`src/rtl/elevator_pkg.sv`:
```
// Shared elevator definitions: floor-count defaults, motion states and the
// step-direction encoding used on mux_sig.
package elevator_pkg;

    localparam int FLOORS_DEF  = 8;
    localparam int FLOOR_W_DEF = $clog2(FLOORS_DEF);

    typedef enum logic [1:0] {
        IDLE = 2'd0,
        RUN  = 2'd1,
        HOLD = 2'd2
    } motion_state_t;

    localparam logic STEP_UP = 1'b1;
    localparam logic STEP_DN = 1'b0;

endpackage

```
`src/rtl/car_motion_unit_if.sv`:
```
// Controller <-> car motion unit handshake: strobes from the controller,
// comparison flags, arrival tick and register status back.
interface car_motion_unit_if
    import elevator_pkg::*;
#(
    parameter int FLOOR_W = FLOOR_W_DEF
);
    logic [FLOOR_W-1:0] dest_req;
    logic               dest_ld;
    logic               dest_clr;
    logic               floor_ld;
    logic               floor_clr;
    logic               mux_sig;
    logic               run;
    logic               dir;
    logic               hold2;
    logic               timer_reset;
    logic               dest_less;
    logic               dest_more;
    logic               arrive;
    logic [FLOOR_W-1:0] cur_floor;
    logic [FLOOR_W-1:0] dest_floor;
    logic               moving;

    modport master (
        output dest_req, dest_ld, dest_clr, floor_ld, floor_clr, mux_sig,
               run, dir, hold2, timer_reset,
        input  dest_less, dest_more, arrive, cur_floor, dest_floor, moving
    );

    modport slave (
        input  dest_req, dest_ld, dest_clr, floor_ld, floor_clr, mux_sig,
               run, dir, hold2, timer_reset,
        output dest_less, dest_more, arrive, cur_floor, dest_floor, moving
    );
endinterface

```
`src/rtl/travel_timer.sv`:
```
// Inter-floor travel timer: counts TRAVEL_TICKS cycles of run per floor and
// emits a registered one-cycle arrive tick at terminal count.
//
//   state | meaning
//   IDLE  | not travelling, cnt held at 0
//   RUN   | travelling, cnt advancing while run is high
//   HOLD  | travel paused, cnt frozen
module travel_timer
    import elevator_pkg::*;
#(
    parameter int TRAVEL_TICKS = 100_000_000,
    parameter int CNT_W        = $clog2(TRAVEL_TICKS)
) (
    input  logic CLK,
    input  logic reset,
    input  logic run,
    input  logic hold2,
    input  logic timer_reset,
    output logic arrive,
    output logic moving
);

    localparam logic [CNT_W-1:0] CNT_LAST = CNT_W'(TRAVEL_TICKS - 1);

    motion_state_t    state, state_nxt;
    logic [CNT_W-1:0] cnt, cnt_nxt;
    logic             arrive_nxt;

    always_ff @(posedge CLK or negedge reset) begin
        if (!reset) begin
            state  <= IDLE;
            cnt    <= '0;
            arrive <= 1'b0;
        end else begin
            state  <= state_nxt;
            cnt    <= cnt_nxt;
            arrive <= arrive_nxt;
        end
    end

    always_comb begin
        state_nxt  = state;
        cnt_nxt    = cnt;
        arrive_nxt = 1'b0;
        if (timer_reset) begin
            state_nxt = RUN;
            cnt_nxt   = '0;
        end else begin
            case (state)
                RUN: begin
                    if (run) begin
                        if (cnt == CNT_LAST) begin
                            cnt_nxt    = '0;
                            arrive_nxt = 1'b1;
                            state_nxt  = IDLE;
                        end else begin
                            cnt_nxt = cnt + 1'b1;
                        end
                    end else if (hold2) begin
                        state_nxt = HOLD;
                    end else begin
                        state_nxt = IDLE;
                        cnt_nxt   = '0;
                    end
                end
                HOLD: begin
                    // Resume counts on the same edge so each paused cycle costs exactly one.
                    if (run) begin
                        state_nxt = RUN;
                        if (cnt != CNT_LAST) cnt_nxt = cnt + 1'b1;
                    end else if (!hold2) begin
                        state_nxt = IDLE;
                        cnt_nxt   = '0;
                    end
                end
                default: begin
                    state_nxt = IDLE;
                    cnt_nxt   = '0;
                end
            endcase
        end
    end

    assign moving = (state == RUN) || (state == HOLD);

endmodule

```
`src/rtl/car_motion_unit.sv`:
```
// Car motion datapath: destination and current-floor registers, their
// comparison flags, and the travel timer that times each one-floor move.
module car_motion_unit
    import elevator_pkg::*;
#(
    parameter int FLOORS       = FLOORS_DEF,
    parameter int FLOOR_W      = $clog2(FLOORS),
    parameter int TRAVEL_TICKS = 100_000_000
) (
    input  logic              CLK,
    input  logic              reset,
    car_motion_unit_if.slave  bus
);

    localparam logic [FLOOR_W-1:0] TOP_FLOOR = FLOOR_W'(FLOORS - 1);

    logic [FLOOR_W-1:0] dest_q;
    logic [FLOOR_W-1:0] cur_q;
    logic               req_valid;

    // Widen before comparing so out-of-range requests are caught at any FLOOR_W.
    assign req_valid = (32'(bus.dest_req) < 32'(FLOORS));

    always_ff @(posedge CLK or negedge reset) begin
        if (!reset) begin
            dest_q <= '0;
        end else if (bus.dest_clr) begin
            dest_q <= '0;
        end else if (bus.dest_ld && req_valid) begin
            dest_q <= bus.dest_req;
        end
    end

    always_ff @(posedge CLK or negedge reset) begin
        if (!reset) begin
            cur_q <= '0;
        end else if (bus.floor_clr) begin
            cur_q <= '0;
        end else if (bus.floor_ld) begin
            if (bus.mux_sig == STEP_UP) begin
                if (cur_q != TOP_FLOOR) cur_q <= cur_q + 1'b1;
            end else begin
                if (cur_q != '0) cur_q <= cur_q - 1'b1;
            end
        end
    end

    assign bus.dest_less  = (dest_q < cur_q);
    assign bus.dest_more  = (dest_q > cur_q);
    assign bus.cur_floor  = cur_q;
    assign bus.dest_floor = dest_q;

    travel_timer #(
        .TRAVEL_TICKS (TRAVEL_TICKS)
    ) u_travel_timer (
        .CLK         (CLK),
        .reset       (reset),
        .run         (bus.run),
        .hold2       (bus.hold2),
        .timer_reset (bus.timer_reset),
        .arrive      (bus.arrive),
        .moving      (bus.moving)
    );

endmodule

```
`src/flat_wrapper.sv`:
```
// flat-port wrapper written by rule: the top's interface ports become plain ports
module car_motion_unit_flat import elevator_pkg::*;
#(
    parameter int FLOORS       = FLOORS_DEF,
    parameter int FLOOR_W      = $clog2(FLOORS),
    parameter int TRAVEL_TICKS = 100_000_000
)
  (CLK, reset, bus_dest_req, bus_dest_ld, bus_dest_clr, bus_floor_ld, bus_floor_clr, bus_mux_sig, bus_run, bus_dir, bus_hold2, bus_timer_reset, bus_dest_less, bus_dest_more, bus_arrive, bus_cur_floor, bus_dest_floor, bus_moving);
  car_motion_unit_if #(.FLOOR_W(FLOOR_W)) bus_i ();
  input  logic CLK;
  input  logic reset;
  input wire logic [$bits(bus_i.dest_req)-1:0] bus_dest_req;
  input wire logic [$bits(bus_i.dest_ld)-1:0] bus_dest_ld;
  input wire logic [$bits(bus_i.dest_clr)-1:0] bus_dest_clr;
  input wire logic [$bits(bus_i.floor_ld)-1:0] bus_floor_ld;
  input wire logic [$bits(bus_i.floor_clr)-1:0] bus_floor_clr;
  input wire logic [$bits(bus_i.mux_sig)-1:0] bus_mux_sig;
  input wire logic [$bits(bus_i.run)-1:0] bus_run;
  input wire logic [$bits(bus_i.dir)-1:0] bus_dir;
  input wire logic [$bits(bus_i.hold2)-1:0] bus_hold2;
  input wire logic [$bits(bus_i.timer_reset)-1:0] bus_timer_reset;
  output wire logic [$bits(bus_i.dest_less)-1:0] bus_dest_less;
  output wire logic [$bits(bus_i.dest_more)-1:0] bus_dest_more;
  output wire logic [$bits(bus_i.arrive)-1:0] bus_arrive;
  output wire logic [$bits(bus_i.cur_floor)-1:0] bus_cur_floor;
  output wire logic [$bits(bus_i.dest_floor)-1:0] bus_dest_floor;
  output wire logic [$bits(bus_i.moving)-1:0] bus_moving;
  assign bus_i.dest_req = bus_dest_req;
  assign bus_i.dest_ld = bus_dest_ld;
  assign bus_i.dest_clr = bus_dest_clr;
  assign bus_i.floor_ld = bus_floor_ld;
  assign bus_i.floor_clr = bus_floor_clr;
  assign bus_i.mux_sig = bus_mux_sig;
  assign bus_i.run = bus_run;
  assign bus_i.dir = bus_dir;
  assign bus_i.hold2 = bus_hold2;
  assign bus_i.timer_reset = bus_timer_reset;
  assign bus_dest_less = bus_i.dest_less;
  assign bus_dest_more = bus_i.dest_more;
  assign bus_arrive = bus_i.arrive;
  assign bus_cur_floor = bus_i.cur_floor;
  assign bus_dest_floor = bus_i.dest_floor;
  assign bus_moving = bus_i.moving;
  car_motion_unit #(.FLOORS(FLOORS), .FLOOR_W(FLOOR_W), .TRAVEL_TICKS(TRAVEL_TICKS)) u_core (.CLK(CLK), .reset(reset), .bus(bus_i));
endmodule
```
`config.mk`:
```
export PLATFORM = sky130hd
export DESIGN_NAME = car_motion_unit_flat
export DESIGN_NICKNAME = d
export VERILOG_FILES = /design/src/rtl/elevator_pkg.sv /design/src/rtl/car_motion_unit_if.sv /design/src/rtl/travel_timer.sv /design/src/rtl/car_motion_unit.sv /design/src/flat_wrapper.sv
export SDC_FILE = /design/constraint.sdc
export NUM_CORES = 1
export LEC_CHECK = 0
export BUFFER_PORTS_ARGS = -buffer_cell sky130_fd_sc_hd__buf_2
export CAP_MARGIN = 40
export CORE_MARGIN = 4
export CORE_UTILIZATION = 53
export DETAILED_ROUTE_END_ITERATION = 10
export MAX_ROUTING_LAYER = met4
export PLACE_DENSITY_LB_ADDON = 0.3
export SKIP_CTS_REPAIR_TIMING = 1
export SYNTH_ARGS = -nofsm -noshare
export SYNTH_HDL_FRONTEND = slang
export SYNTH_SLANG_ARGS = --single-unit
```
`constraint.sdc`:
```
create_clock -name CLK -period 2 [get_ports CLK]
set_clock_uncertainty 0.15 [all_clocks]
set_input_delay 0.1 -clock CLK [delete_from_list [all_inputs] [get_ports CLK]]
set_output_delay 0.1 -clock CLK [all_outputs]
set_load 0.005 [all_outputs]
```
* After elaboration in Yosys (flattened, before gate mapping)
Cells that the tools add are included.
** Word-level totals
- Memories kept :: 0
- Register bits after elaboration :: 36
- Word-level logic and storage cells :: 51
- Bits in writable memories :: 0
- Memory bits (read-only) :: 0
- Output and inout bits :: 10
- Bits of input ports :: 14
- Latch bits :: 0
** Operators by class
- Magnitude comparators :: 2
- Shift-type cells :: 0
- Mux-type cells :: 25
- Equality and inequality tests :: 9
- Div/mod/pow operators :: 0
- Bitwise gates (word level) :: 0
- Add/subtract/negate cells :: 3
- Reductions and logical operators :: 7
- $mul :: 0
** Operators by type and width (count)
- $mux W27 :: 6
- $pmux W27 S2 :: 1
- $add A27 B1 Y27 const B :: 1
- $eq A27 B27 Y1 const B :: 1
- $ne A27 B27 Y1 const B :: 1
- $mux W3 :: 7
- $mux W2 :: 6
- $ne A4 B4 Y1 const B :: 3
- $reduce_bool A3 Y1 :: 2
- $mux W1 :: 4
- $pmux W2 S2 :: 1
- $reduce_bool A2 Y1 :: 2
- $add A3 B1 Y3 const B :: 1
- $gt A3 B3 Y1 :: 1
- $lt A3 B3 Y1 :: 1
- $ne A3 B2 Y1 const B :: 1
- $ne A3 B3 Y1 const B :: 1
- $reduce_and A3 Y1 :: 1
- $sub A3 B1 Y3 const B :: 1
- $eq A2 B1 Y1 const B :: 1
- $eq A2 B2 Y1 const B :: 1
- $reduce_and A2 Y1 :: 1
- $logic_or A1 B1 Y1 :: 1

* Longest topological paths before layout
Gate-level depths: netlist of the first run.
- Depth after elaboration :: 5
- Gate-level depth with buffers :: 7
- Mapped depth without buffers :: 7

* Hierarchy
From an unflattened synthesis of the first run, not the netlist that was laid out.
** Second synthesis, totals
- Cells, all modules :: 241
- Area, all modules :: 2220.9 um^2
** By module, submodules not included
- travel_timer :: instances 1, area an instance 1808.0 um^2, cells each 196, seq. area each 750.7 um^2
- car_motion_unit :: instances 1, area an instance 412.9 um^2, cells each 45, seq. area each 150.1 um^2

* Worst setup path after synthesis of the first run
No wires, ideal clock.
- Kind :: register to register
- Start :: register u_core.u_travel_timer.cnt[0]
- End :: register u_core.u_travel_timer.cnt[6]
- Cell stages (with the launch flop) :: 7
- Path slack :: -0.066 ns
- Clock period less this slack :: 2.066 ns
- Required time :: 1.716 ns
- Buffers on the path :: 0
- Library setup time :: 0.134 ns
- Data arrival time :: 1.783 ns
- Cell sequence :: dfrtp_1 ha_1 nand4_2 nor4_1 or4b_1 a31oi_1 a21oi_1
** On the way
- Word-level cells in the longest chain between the ends :: 5
- Elaborated cells between the ends (all ways) :: 10
- Classes of those cells :: add/sub (1); eq/ne (3); mux (6)
** Ends and longest elaborated chain
- start, declared :: RTL line travel_timer.sv:26 : logic [CNT_W-1:0] cnt, cnt_nxt;
- start signal, assigned :: RTL line travel_timer.sv:36 : cnt <= cnt_nxt;
- $add A27 B1 Y27 or $eq A27 B27 Y1 (tied branches) :: RTL line travel_timer.sv:57, travel_timer.sv:70, travel_timer.sv:52
- $mux W27, on equally long branches :: RTL line travel_timer.sv:70, travel_timer.sv:52
- $mux W27, on equally long branches :: RTL line travel_timer.sv:68, travel_timer.sv:51
- $pmux W27 S2 :: RTL line travel_timer.sv:49 : case (state)
- $mux W27 :: RTL line travel_timer.sv:45 : if (timer_reset) begin
Several ways; a longest one is shown, not always the timed one. The select of a mux whose other input is x is not followed.
A chain may end at the register's enable or synchronous reset.

* Worst setup path after layout of the first run
- Start :: register u_core.u_travel_timer.cnt[1]
- End :: register u_core.u_travel_timer.state[0]
** On the way
- Word-level cells in the longest chain between the ends :: 3
** Ends and longest elaborated chain
- $eq A27 B27 Y1 :: RTL line travel_timer.sv:52 : if (cnt == CNT_LAST) begin
- $ne A4 B4 Y1 (no line)
- $reduce_and A2 Y1 (no line)
- end signal, assigned :: RTL line travel_timer.sv:35 : state <= state_nxt;
- end, declared :: RTL line travel_timer.sv:25 : motion_state_t state, state_nxt;
No other way between the ends.

==> impl_metrics.toml, run 1 <==
[clock_tree]
clkTransAtPathRegs_ns = 0.08
insertion_delay_ns = 0.30
cts.sinks = 36
cts_buffers = 5
ctsHtreeMaxLevel = 2
root_buffer = "clkbuf_8"
clock_path_buffers = 2
cts_tree = "built"

[global_route]
antenna_found_initial = 0
overflow = 0
first_global_vias = 2449
grt_pass1_wl_mm = 11.3
grt_max_degree = 37
grt_use_total_pct = 23.8

[synth]
synth_area_um2 = 2450
yosys-top-cells-count = "dfrtp_1 (36), nand2_1 (32), a21oi_1 (20)"
muxShareOfSynthArea_pct = 3.62
synth_area_leaders = "dfrtp_1 (37%), nand2_1 (4.9%), a21oi_1 (4.1%)"
synth_cells = 288
synth_top_family_by_area = "simple AND/OR/NAND/NOR gates"
synth_ff_type = "dfrtp_1"
synth.distinct_cells = 55
ys_seq_area_share_pct = 36.7
synth-seq-cells = 36
syn_area_per_cell_um2 = 8.52
synth_simple_gate_area_share_pct = 29.4
ys_warn_count = 0
synth_most_common_cell = "dfrtp_1"
synth_compound_area_share_pct = 18.6
yosysTopAreaCellShare_pct = 36.7
synth_enable_flop_cells = 0
syn_nets = 309
synthAdderAreaFrac_pct = 3.88
ys_async_sr_fraction_pct = 100
yosys.area_share.xor_xnor_pct = 3.21
synth_area_leader_cell = "dfrtp_1"

[power]
p_total_mw = 1.64
total_leakage_power_nw = 1.44
ir_drop_mv = 0.602
p_per_area_nw_per_um2 = 487
clockPowerShare_pct = 39.3
p_sw_share_pct = 26.3
p_comb_share_pct = 15.1
seqPwrFrac_pct = 45.6
internal_power_mw = 1.21
p_switching_mw = 0.433

[sta]
fin_crit_sh_pct = 101
slew_violations = 0
fin_crit_ns = 2.02
setup_viol = 4
worstMarginPinSlew_ns = 0.807
setup_ws_ns = -0.0200
whs_ns = -0.0166
hold_viol = 2
relSlewSlack_pct = 46.2
clock.fmax_mhz = 495
rsz0062_at_grt = "yes"

[route]
highest_layer = "met4"
drtAntennaViolNets = 0
avgViaCountPerCell = 6.28
wl_met2_mm = 3.60
dr_wl_met3_um = 482
first_pass_iters = 8
routed_wl_mm = 7.42
post_drt_wl_per_cell_um = 17.8
met1_length_mm = 3.12
vias = 2619
drtIter0Drc = 309
drc_errors = 1

[setup_path]
cp-start-kind = "register"
worstSetupPathType = "reg -> reg"
reg2regPathDepth = 7
cp_max_fo = 3
reg2reg_to = "u_core.u_travel_timer.state[0]"
worst_path_largest_cell_delay_ns = 0.43
cp_slowest_cell = "or4_1"
worstPathCellList = "ha_4, nand4_4, buf_6, nor4_4, a21oi_2, or4_1, o211ai_1"
worstPathArrival_ns = 2.09
r2r_setup_slack_ns = -0.02
end_kind = "register"
crit_path_end = "u_core.u_travel_timer.state[0]"
timing.rr.start = "u_core.u_travel_timer.cnt[1]"
critical_path_required_ns = 2.07
startpoint = "u_core.u_travel_timer.cnt[1]"

[placement]
dp_cells = 396
routabilityCongestion = 0.939
preCtsSetupSlack_ns = -0.0602
port_buffers = 22
dpl.hpwl_mm = 4.81

[die]
core_um2 = 4410
die_y_um = 76.0
die_w_um = 76.0
io_pins = 24
start_util_pct = 55.6
placement_rows = 24
fp.dieArea_um2 = 5780

[run]
cap_violations = 0

[run_status]
violations = "DRC, hold timing, setup timing"
outcome = "complete, but fails checks"

[min_path]
min_path_type = "in -> reg"

[final_layout]
layout-drive-gt1-share_pct = 34.2
nets = 385
fin_cells = 417
diodes = 0
synthToLayoutAreaGrowth_pct = 37.8
==> routing by layer <==
metal / up-vias / global-route usage [%]
met5: - / -
met4: 0 / 7.12
met1: 1234 / 31.5
met2: 130 / 37.7
li1: 1226 / -
met3: 29 / 3.90
==> area by class of cell <==
type / count / area, µm²
clock buffers: 6 / 72.6
clock inverters: 2 / 35.0
fillers: 280 / 1030
inverters: 14 / 52.6
multi-input cells: 224 / 1630
flip-flops and latches: 36 / 906
well taps: 52 / 65.1
repair buffers: 83 / 614
==> worst max-delay path, delay by kind of cell (launching register included) <==
family / cells / cell delay (ns)
buf+inv: 1 / 0.16
fa+ha+maj: 1 / 0.17
compound gates: 2 / 0.20
simple gates: 3 / 0.89
flops: 1 / 0.39
==> metrics by stage <==
step	util, %	instance area, µm²	setup TNS (ns)
final	76.6	3380	-0.0225
after global routing	76.6	3380	-1.67
after CTS	69.4	3070	-0.155
after detailed placement	67.0	2960	-0.109
after global placement	67.0	2960	-0.0203
after floorplan	-	2480	0
==> power by group through the flow <==
stage | clock [mW] | sequential (mW) | combinational [mW]
2_1_floorplan | 0 | 0.765 | 0.108
6_report | 0.646 | 0.750 | 0.248
3_5_place_dp | 0 | 0.765 | 0.206
5_1_grt | 0.686 | 0.752 | 0.271
4_1_cts | 0.650 | 0.751 | 0.207
3_3_place_gp | 0 | 0.765 | 0.199
==> cells in the final DEF (no fill, tap or decap), drive strengths merged, types with 2 or more instances in the layout <==
cell / n
a211oi: 2
a21oi: 21
a22oi: 9
a31oi: 4
and3: 3
and4: 5
buf: 76
clkbuf: 6
dfrtp: 36
dlygate4sd3: 7
ha: 6
inv: 14
mux2: 4
mux2i: 4
nand2: 33
nand2b: 2
nand3: 16
nand4: 8
nand4b: 3
nor2: 16
nor2b: 3
nor3: 10
nor4: 15
o211ai: 5
o21ai: 18
o2bb2ai: 2
o31a: 6
or2: 4
or4: 4
xnor2: 3
xor2: 6
==> cells by family after synthesis <==
kind of cell | count (synthesis)
simple gates | 128
compound gates | 72
flops | 36
buf+inv | 28
xor+xnor | 9
mux | 8
fa+ha+maj | 7
==> state kept, by name, summed over array words and instances, names as in the netlist <==
register	count
u_core.u_travel_timer.cnt	27
u_core.bus.cur_floor	3
u_core.bus.dest_floor	3
u_core.u_travel_timer.state	2
u_core.u_travel_timer.arrive	1
==> worst min-delay path by stage <==
stage	startpoint	endpoint	cells after the start	slack, ns
after floorplan	reset	u_core.bus.cur_floor[0]	0	-0.35
after global placement	reset	u_core.u_travel_timer.state[1]	1	0.09
after detailed placement	reset	u_core.u_travel_timer.state[1]	1	0.09
after CTS	reset	u_core.u_travel_timer.state[1]	1	-0.23
after global routing	bus_dest_ld	u_core.bus.dest_floor[2]	3	0.03
final	bus_dest_ld	u_core.bus.dest_floor[1]	3	-0.02
(Power assumes the default switching activity.)
==> run 2: changes to the inputs <==
--- a/config.mk
+++ b/config.mk
@@ -5,10 +5,11 @@
 export SDC_FILE = /design/constraint.sdc
 export NUM_CORES = 1
 export LEC_CHECK = 0
+export ABC_AREA = 1
 export BUFFER_PORTS_ARGS = -buffer_cell sky130_fd_sc_hd__buf_2
 export CAP_MARGIN = 40
 export CORE_MARGIN = 4
-export CORE_UTILIZATION = 53
+export CORE_UTILIZATION = 54
 export DETAILED_ROUTE_END_ITERATION = 10
 export MAX_ROUTING_LAYER = met4
 export PLACE_DENSITY_LB_ADDON = 0.3
==> run 2 against run 1 <==
The run now ends clean. Non-clock buffer count is 33 lower. Worst hold slack better by 0.044 ns. Critical path depth unchanged. Critical endpoint is now bus_dest_more. Largest cell class unchanged. Highest routed layer unchanged.
==> impl_metrics.toml, run 2 <==
[setup_path]
critical_path_required_ns = 1.75
cp_max_fo = 6
reg2reg_to = "u_core.u_travel_timer.cnt[23]"
r2r_setup_slack_ns = 0.10
cp-start-kind = "register"
worstSetupPathType = "reg -> out"
startpoint = "u_core.bus.cur_floor[2]"
reg2regPathDepth = 11
timing.rr.start = "u_core.u_travel_timer.cnt[0]"
crit_path_end = "bus_dest_more"
worstPathArrival_ns = 1.66
end_kind = "output pin"

[route]
drc_errors = 0
post_drt_wl_per_cell_um = 14.2
drtIter0Drc = 334
vias = 2851
avgViaCountPerCell = 5.57
first_pass_iters = 5
routed_wl_mm = 7.27
drtAntennaViolNets = 0

[power]
total_leakage_power_nw = 1.41
ir_drop_mv = 0.437
seqPwrFrac_pct = 44.8
p_comb_share_pct = 17.4
p_per_area_nw_per_um2 = 539
p_sw_share_pct = 27.5
p_switching_mw = 0.469
clockPowerShare_pct = 37.7
internal_power_mw = 1.24

[clock_tree]
clock_path_buffers = 2
insertion_delay_ns = 0.30
root_buffer = "clkbuf_8"
cts_buffers = 5
cts.sinks = 36
cts_tree = "built"
ctsHtreeMaxLevel = 2
clkTransAtPathRegs_ns = 0.07

[die]
io_pins = 24
fp.dieArea_um2 = 6100
die_y_um = 78.1
core_um2 = 4750
start_util_pct = 55.8
die_w_um = 78.1
placement_rows = 25

[synth]
synth_area_um2 = 2650
synth_area_leader_cell = "dfrtp_1"
synth_most_common_cell = "nand2_1"
ys_seq_area_share_pct = 34.0
synth_cells = 393
yosysTopAreaCellShare_pct = 34.0
syn_nets = 414
ys_async_sr_fraction_pct = 100
synth.distinct_cells = 37
syn_area_per_cell_um2 = 6.75
synth_area_leaders = "dfrtp_1 (34%), nand2_1 (13%), nor2_1 (7.9%)"
synth_ff_type = "dfrtp_1"
synth_enable_flop_cells = 0
synth-seq-cells = 36
ys_warn_count = 0
yosys-top-cells-count = "nand2_1 (93), nor2_1 (56), inv_1 (47)"

[sta]
clock.fmax_mhz = 523
relSlewSlack_pct = 45.4
rsz0062_at_grt = "yes"
slew_violations = 0
worstMarginPinSlew_ns = 0.819
hold_viol = 0
whs_ns = 0.0279
fin_crit_ns = 1.91
setup_viol = 0
fin_crit_sh_pct = 95.5

[final_layout]
final_common_cell = "nand2_1"
nets = 465
final_cell_mix = "nand2_1 (93), nor2_1 (55), inv_1 (46)"
fin_util_pct = 66.7
largest_reg_flops = 27
regMostFlops = "u_core.u_travel_timer.cnt"
diodes = 0
layout-drive-gt1-share_pct = 17.5
synthToLayoutAreaGrowth_pct = 19.5

[placement]
dpl.hpwl_mm = 5.23
routabilityCongestion = 0.962
port_buffers = 22

[global_route]
grt_pass1_wl_mm = 11.4
grt_max_degree = 37
antenna_found_initial = 0
grt_use_total_pct = 24.3
overflow = 0
first_global_vias = 2439

[min_path]
whs_path_depth = 4
min_path_type = "in -> reg"

[run_status]
outcome = "finished, final reports clean"

[run]
cap_violations = 0
[run 2: cell types whose count changed in the layout (fill, tap and decap cells not counted), moves of 7 or more]
| cell | delta |
|---|---|
| nor2_1 | +42 |
| nand4_1 | +11 |
| o21ai_0 | +23 |
| inv_1 | +32 |
| nor4_1 | -8 |
| buf_4 | -32 |
| nand2_1 | +61 |
| a21oi_1 | +7 |
| nand3_1 | +20 |
| o21ai_1 | -9 |
| a22oi_1 | -8 |
[run 2: kinds of logic (layout without fill, tap and decap cells)]
| group | Yosys count | count (layout) | synth area share [%] |
|---|---|---|---|
| AO/OA/AOI/OAI | 64 | 64 | 13.3 |
| XOR/XNOR | 4 | 4 | 1.32 |
| adder cells (fa/ha/maj) | 7 | 7 | 3.58 |
| buffers and inverters | 57 | 109 | 8.58 |
| flip-flops | 36 | 36 | 34.0 |
| multiplexers | 1 | 1 | 0.377 |
| AND/OR/NAND/NOR | 224 | 224 | 38.9 |
[run 2: per-layer routing]
metal | up-vias | GRT usage (%) | part of all wire, %
met4 | 0 | 7.17 | 1.7
met1 | 1305 | 32.7 | 42
met5 | - | - | 0
met2 | 137 | 37.2 | 47
met3 | 13 | 4.93 | 9.0
li1 | 1396 | - | -
[run 2: area by class of cell]
class,instances,area (µm²)
Fill cell,422,1590
Multi-Input combinational cell,300,1540
Sequential cell,36,902
Timing Repair Buffer,50,343
Inverter,51,194
Tap cell,67,83.8
Clock buffer,6,72.6
Clock inverter,2,35.0
[run 2: how the worst min path moves through the flow]
stage / from / endpoint
2_1_floorplan: reset / u_core.bus.cur_floor[0]
4_1_cts: reset / u_core.u_travel_timer.cnt[19]
3_3_place_gp: reset / u_core.u_travel_timer.cnt[10]
3_5_place_dp: reset / u_core.u_travel_timer.cnt[10]
5_1_grt: bus_hold2 / u_core.u_travel_timer.cnt[25]
6_report: bus_floor_ld / u_core.bus.cur_floor[0]
[run 2: critical path, cell delays in order (launching register included)]
cell	delay [ns]
dfrtp_2	0.42
inv_1	0.06
ha_1	0.32
nand2_1	0.06
nor2_1	0.12
a211oi_2	0.06
a31oi_1	0.17
buf_2	0.14
[run 2: metrics by stage]
step	cells	setup WS, ns	TNS [ns]	power (mW)	area, µm²
after floorplan	393	0.275	0	0.927	2650
after global placement	487	0.0903	0	1.02	2900
after detailed placement	487	0.0466	0	1.03	2900
after CTS	495	0.00995	0	1.67	3000
after global routing	512	-0.0514	-0.245	1.78	3170
final	512	0.0893	0	1.71	3170
[run 2: power by group through the flow]
stage	Clock (mW)	Sequential [mW]	Combinational, mW
2_1_floorplan	0	0.775	0.152
3_3_place_gp	0	0.778	0.242
3_5_place_dp	0	0.778	0.248
4_1_cts	0.656	0.764	0.250
5_1_grt	0.684	0.768	0.329
6_report	0.644	0.765	0.297
==> run 3: changes to the inputs <==
--- a/config.mk
+++ b/config.mk
@@ -9,11 +9,10 @@
 export BUFFER_PORTS_ARGS = -buffer_cell sky130_fd_sc_hd__buf_2
 export CAP_MARGIN = 40
 export CORE_MARGIN = 4
-export CORE_UTILIZATION = 54
+export CORE_UTILIZATION = 64
 export DETAILED_ROUTE_END_ITERATION = 10
 export MAX_ROUTING_LAYER = met4
 export PLACE_DENSITY_LB_ADDON = 0.3
-export SKIP_CTS_REPAIR_TIMING = 1
 export SYNTH_ARGS = -nofsm -noshare
 export SYNTH_HDL_FRONTEND = slang
 export SYNTH_SLANG_ARGS = --single-unit
==> constraint.sdc (replaced) <==
create_clock -name CLK -period 2.4 [get_ports CLK]
set_clock_uncertainty 0.15 [all_clocks]
set_input_delay 0.12 -clock CLK [delete_from_list [all_inputs] [get_ports CLK]]
set_output_delay 0.12 -clock CLK [all_outputs]
set_load 0.005 [all_outputs]
==> run 3 against run 2 <==
Count of clock-buffer cells in the layout increased by 1. Sequential power decreased by 17%. Final area decreased by 4.1%. Critical path type is now reg -> reg. Utilization increased by 9.3 points. Critical path depth increased by 5. Clock power decreased by 5.4%.
==> impl_metrics.toml, run 3 (synthesized netlist as in run 2, its figures left out) <==
[clock_tree]
cts_buffers = 5
cts-resized-gates = 0
clkTransAtPathRegs_ns = 0.08
clock_path_buffers = 2
cts.sinks = 36
cts_tree = "built"
root_buffer = "clkbuf_8"
cts_setup_buffers = 0
ctsHtreeMaxLevel = 2
insertion_delay_ns = 0.30

[final_layout]
fillCellCount = 311
final_cell_mix = "nand2_1 (93), nor2_1 (56), inv_1 (47)"
diodes = 0
final_common_cell = "nand2_1"
nets = 450
layout.area.seq_um2 = 901
fin_cells = 480
fin_util_pct = 75.9
postLayoutCellArea_um2 = 3040
largest_reg_flops = 27
synthToLayoutAreaGrowth_pct = 14.5
layout-drive-gt1-share_pct = 13.7
multiInputGateArea_um2 = 1520
regMostFlops = "u_core.u_travel_timer.cnt"

[sta]
fin_crit_ns = 2.11
rsz0062_at_grt = "no"
hold_viol = 0
clock.fmax_mhz = 473
slew_violations = 0
worstMarginPinSlew_ns = 0.819
fin_crit_sh_pct = 88.0
whs_ns = 0.0101
fin_tns_setup_ns = 0
relSlewSlack_pct = 45.4
setup_ws_ns = 0.287
setup_viol = 0

[power]
p_total_mw = 1.47
p_per_area_nw_per_um2 = 484
total_leakage_power_nw = 1.35
ir_drop_mv = 0.431

[placement]
placed_area_um2 = 2820
port_buffers = 22
dp_cells = 463
dpl.hpwl_mm = 5.42
routabilityCongestion = 0.959
preCtsSetupSlack_ns = 0.355

[setup_path]
cp-start-kind = "register"
cp_max_fo = 8
worstSetupPathType = "reg -> reg"
end_kind = "register"
critical_path_required_ns = 2.49
worstPathArrival_ns = 2.20

[die]
core_um2 = 4000
die_w_um = 72.4
start_util_pct = 66.3
io_pins = 24
placement_rows = 23
fp.dieArea_um2 = 5240
die_y_um = 72.4

[global_route]
grt_pass1_wl_mm = 12.8
antenna_found_initial = 0
overflow = 0
grt_max_degree = 37
first_global_vias = 2827
grt_use_total_pct = 31.9

[route]
avgViaCountPerCell = 5.83
vias = 2799
first_pass_iters = 5
drtIter0Drc = 210
routed_wl_mm = 7.52
post_drt_wl_per_cell_um = 15.7
drtAntennaViolNets = 0
drc_errors = 0

[min_path]
min_path_type = "in -> reg"

[run]
cap_violations = 0

[run_status]
outcome = "finished, final reports clean"
==> run 3: path summary, 6_finish.rpt <==
path / startpoint / endpoint / slack, ns / cells past startpoint
hold reg to reg: u_core.u_travel_timer.state[0] / u_core.u_travel_timer.state[0] / 0.37 / 2
min in group asynchronous: reset / u_core.u_travel_timer.cnt[10] / 0.28 / 2
setup / recovery: u_core.u_travel_timer.cnt[0] / u_core.u_travel_timer.cnt[13] / 0.29 / 12
setup reg to reg: u_core.u_travel_timer.cnt[0] / u_core.u_travel_timer.cnt[13] / 0.29 / 12
max in group asynchronous: reset / u_core.u_travel_timer.cnt[3] / 1.27 / 2
hold / removal: bus_dest_clr / u_core.bus.dest_floor[2] / 0.01 / 3
==> run 3: power by group <==
part	internal, mW	total, mW	switching (mW)
Clock	0.367	0.609	0.242
Sequential	0.620	0.638	0.0172
Combinational	0.0839	0.223	0.139
Total	1.07	1.47	0.398
==> run 3: worst max-delay path, cell delays in order, from the launching register on <==
cell and delay, ns:
dfrtp_1 0.42, ha_1 0.27, nand3_4 0.15, inv_2 0.07, nand2_2 0.09, nor2_1 0.06, nand3_1 0.09, nand2_1 0.10
nand2_4 0.12, inv_1 0.05, nor2_1 0.32, nand2_1 0.10, nand2_1 0.07
==> run 3: per-layer routing <==
metal,up-vias,global-route usage [%],routed length (µm)
met4,0,11.7,187
met1,1308,38.1,3120
met2,101,53.4,3720
li1,1366,-,-
met3,24,6.51,499
met5,-,-,0
==> run 3: area by class of cell <==
type | count | share of cell area (%)
repair buffers | 35 | 7.58
multi-input cells | 300 | 50.2
inverters | 51 | 6.38
clock buffers | 7 | 3.17
flip-flops and latches | 36 | 29.7
clock inverters | 1 | 0.988
well taps | 50 | 2.06
==> run 3: what timing repair did <==
| item | 4_1_cts | 5_1_grt |
|---|---|---|
| hold endpoints to repair | 43 | 0 |
| setup endpoints to repair | 0 | 0 |
| hold buffers | 9 | 0 |
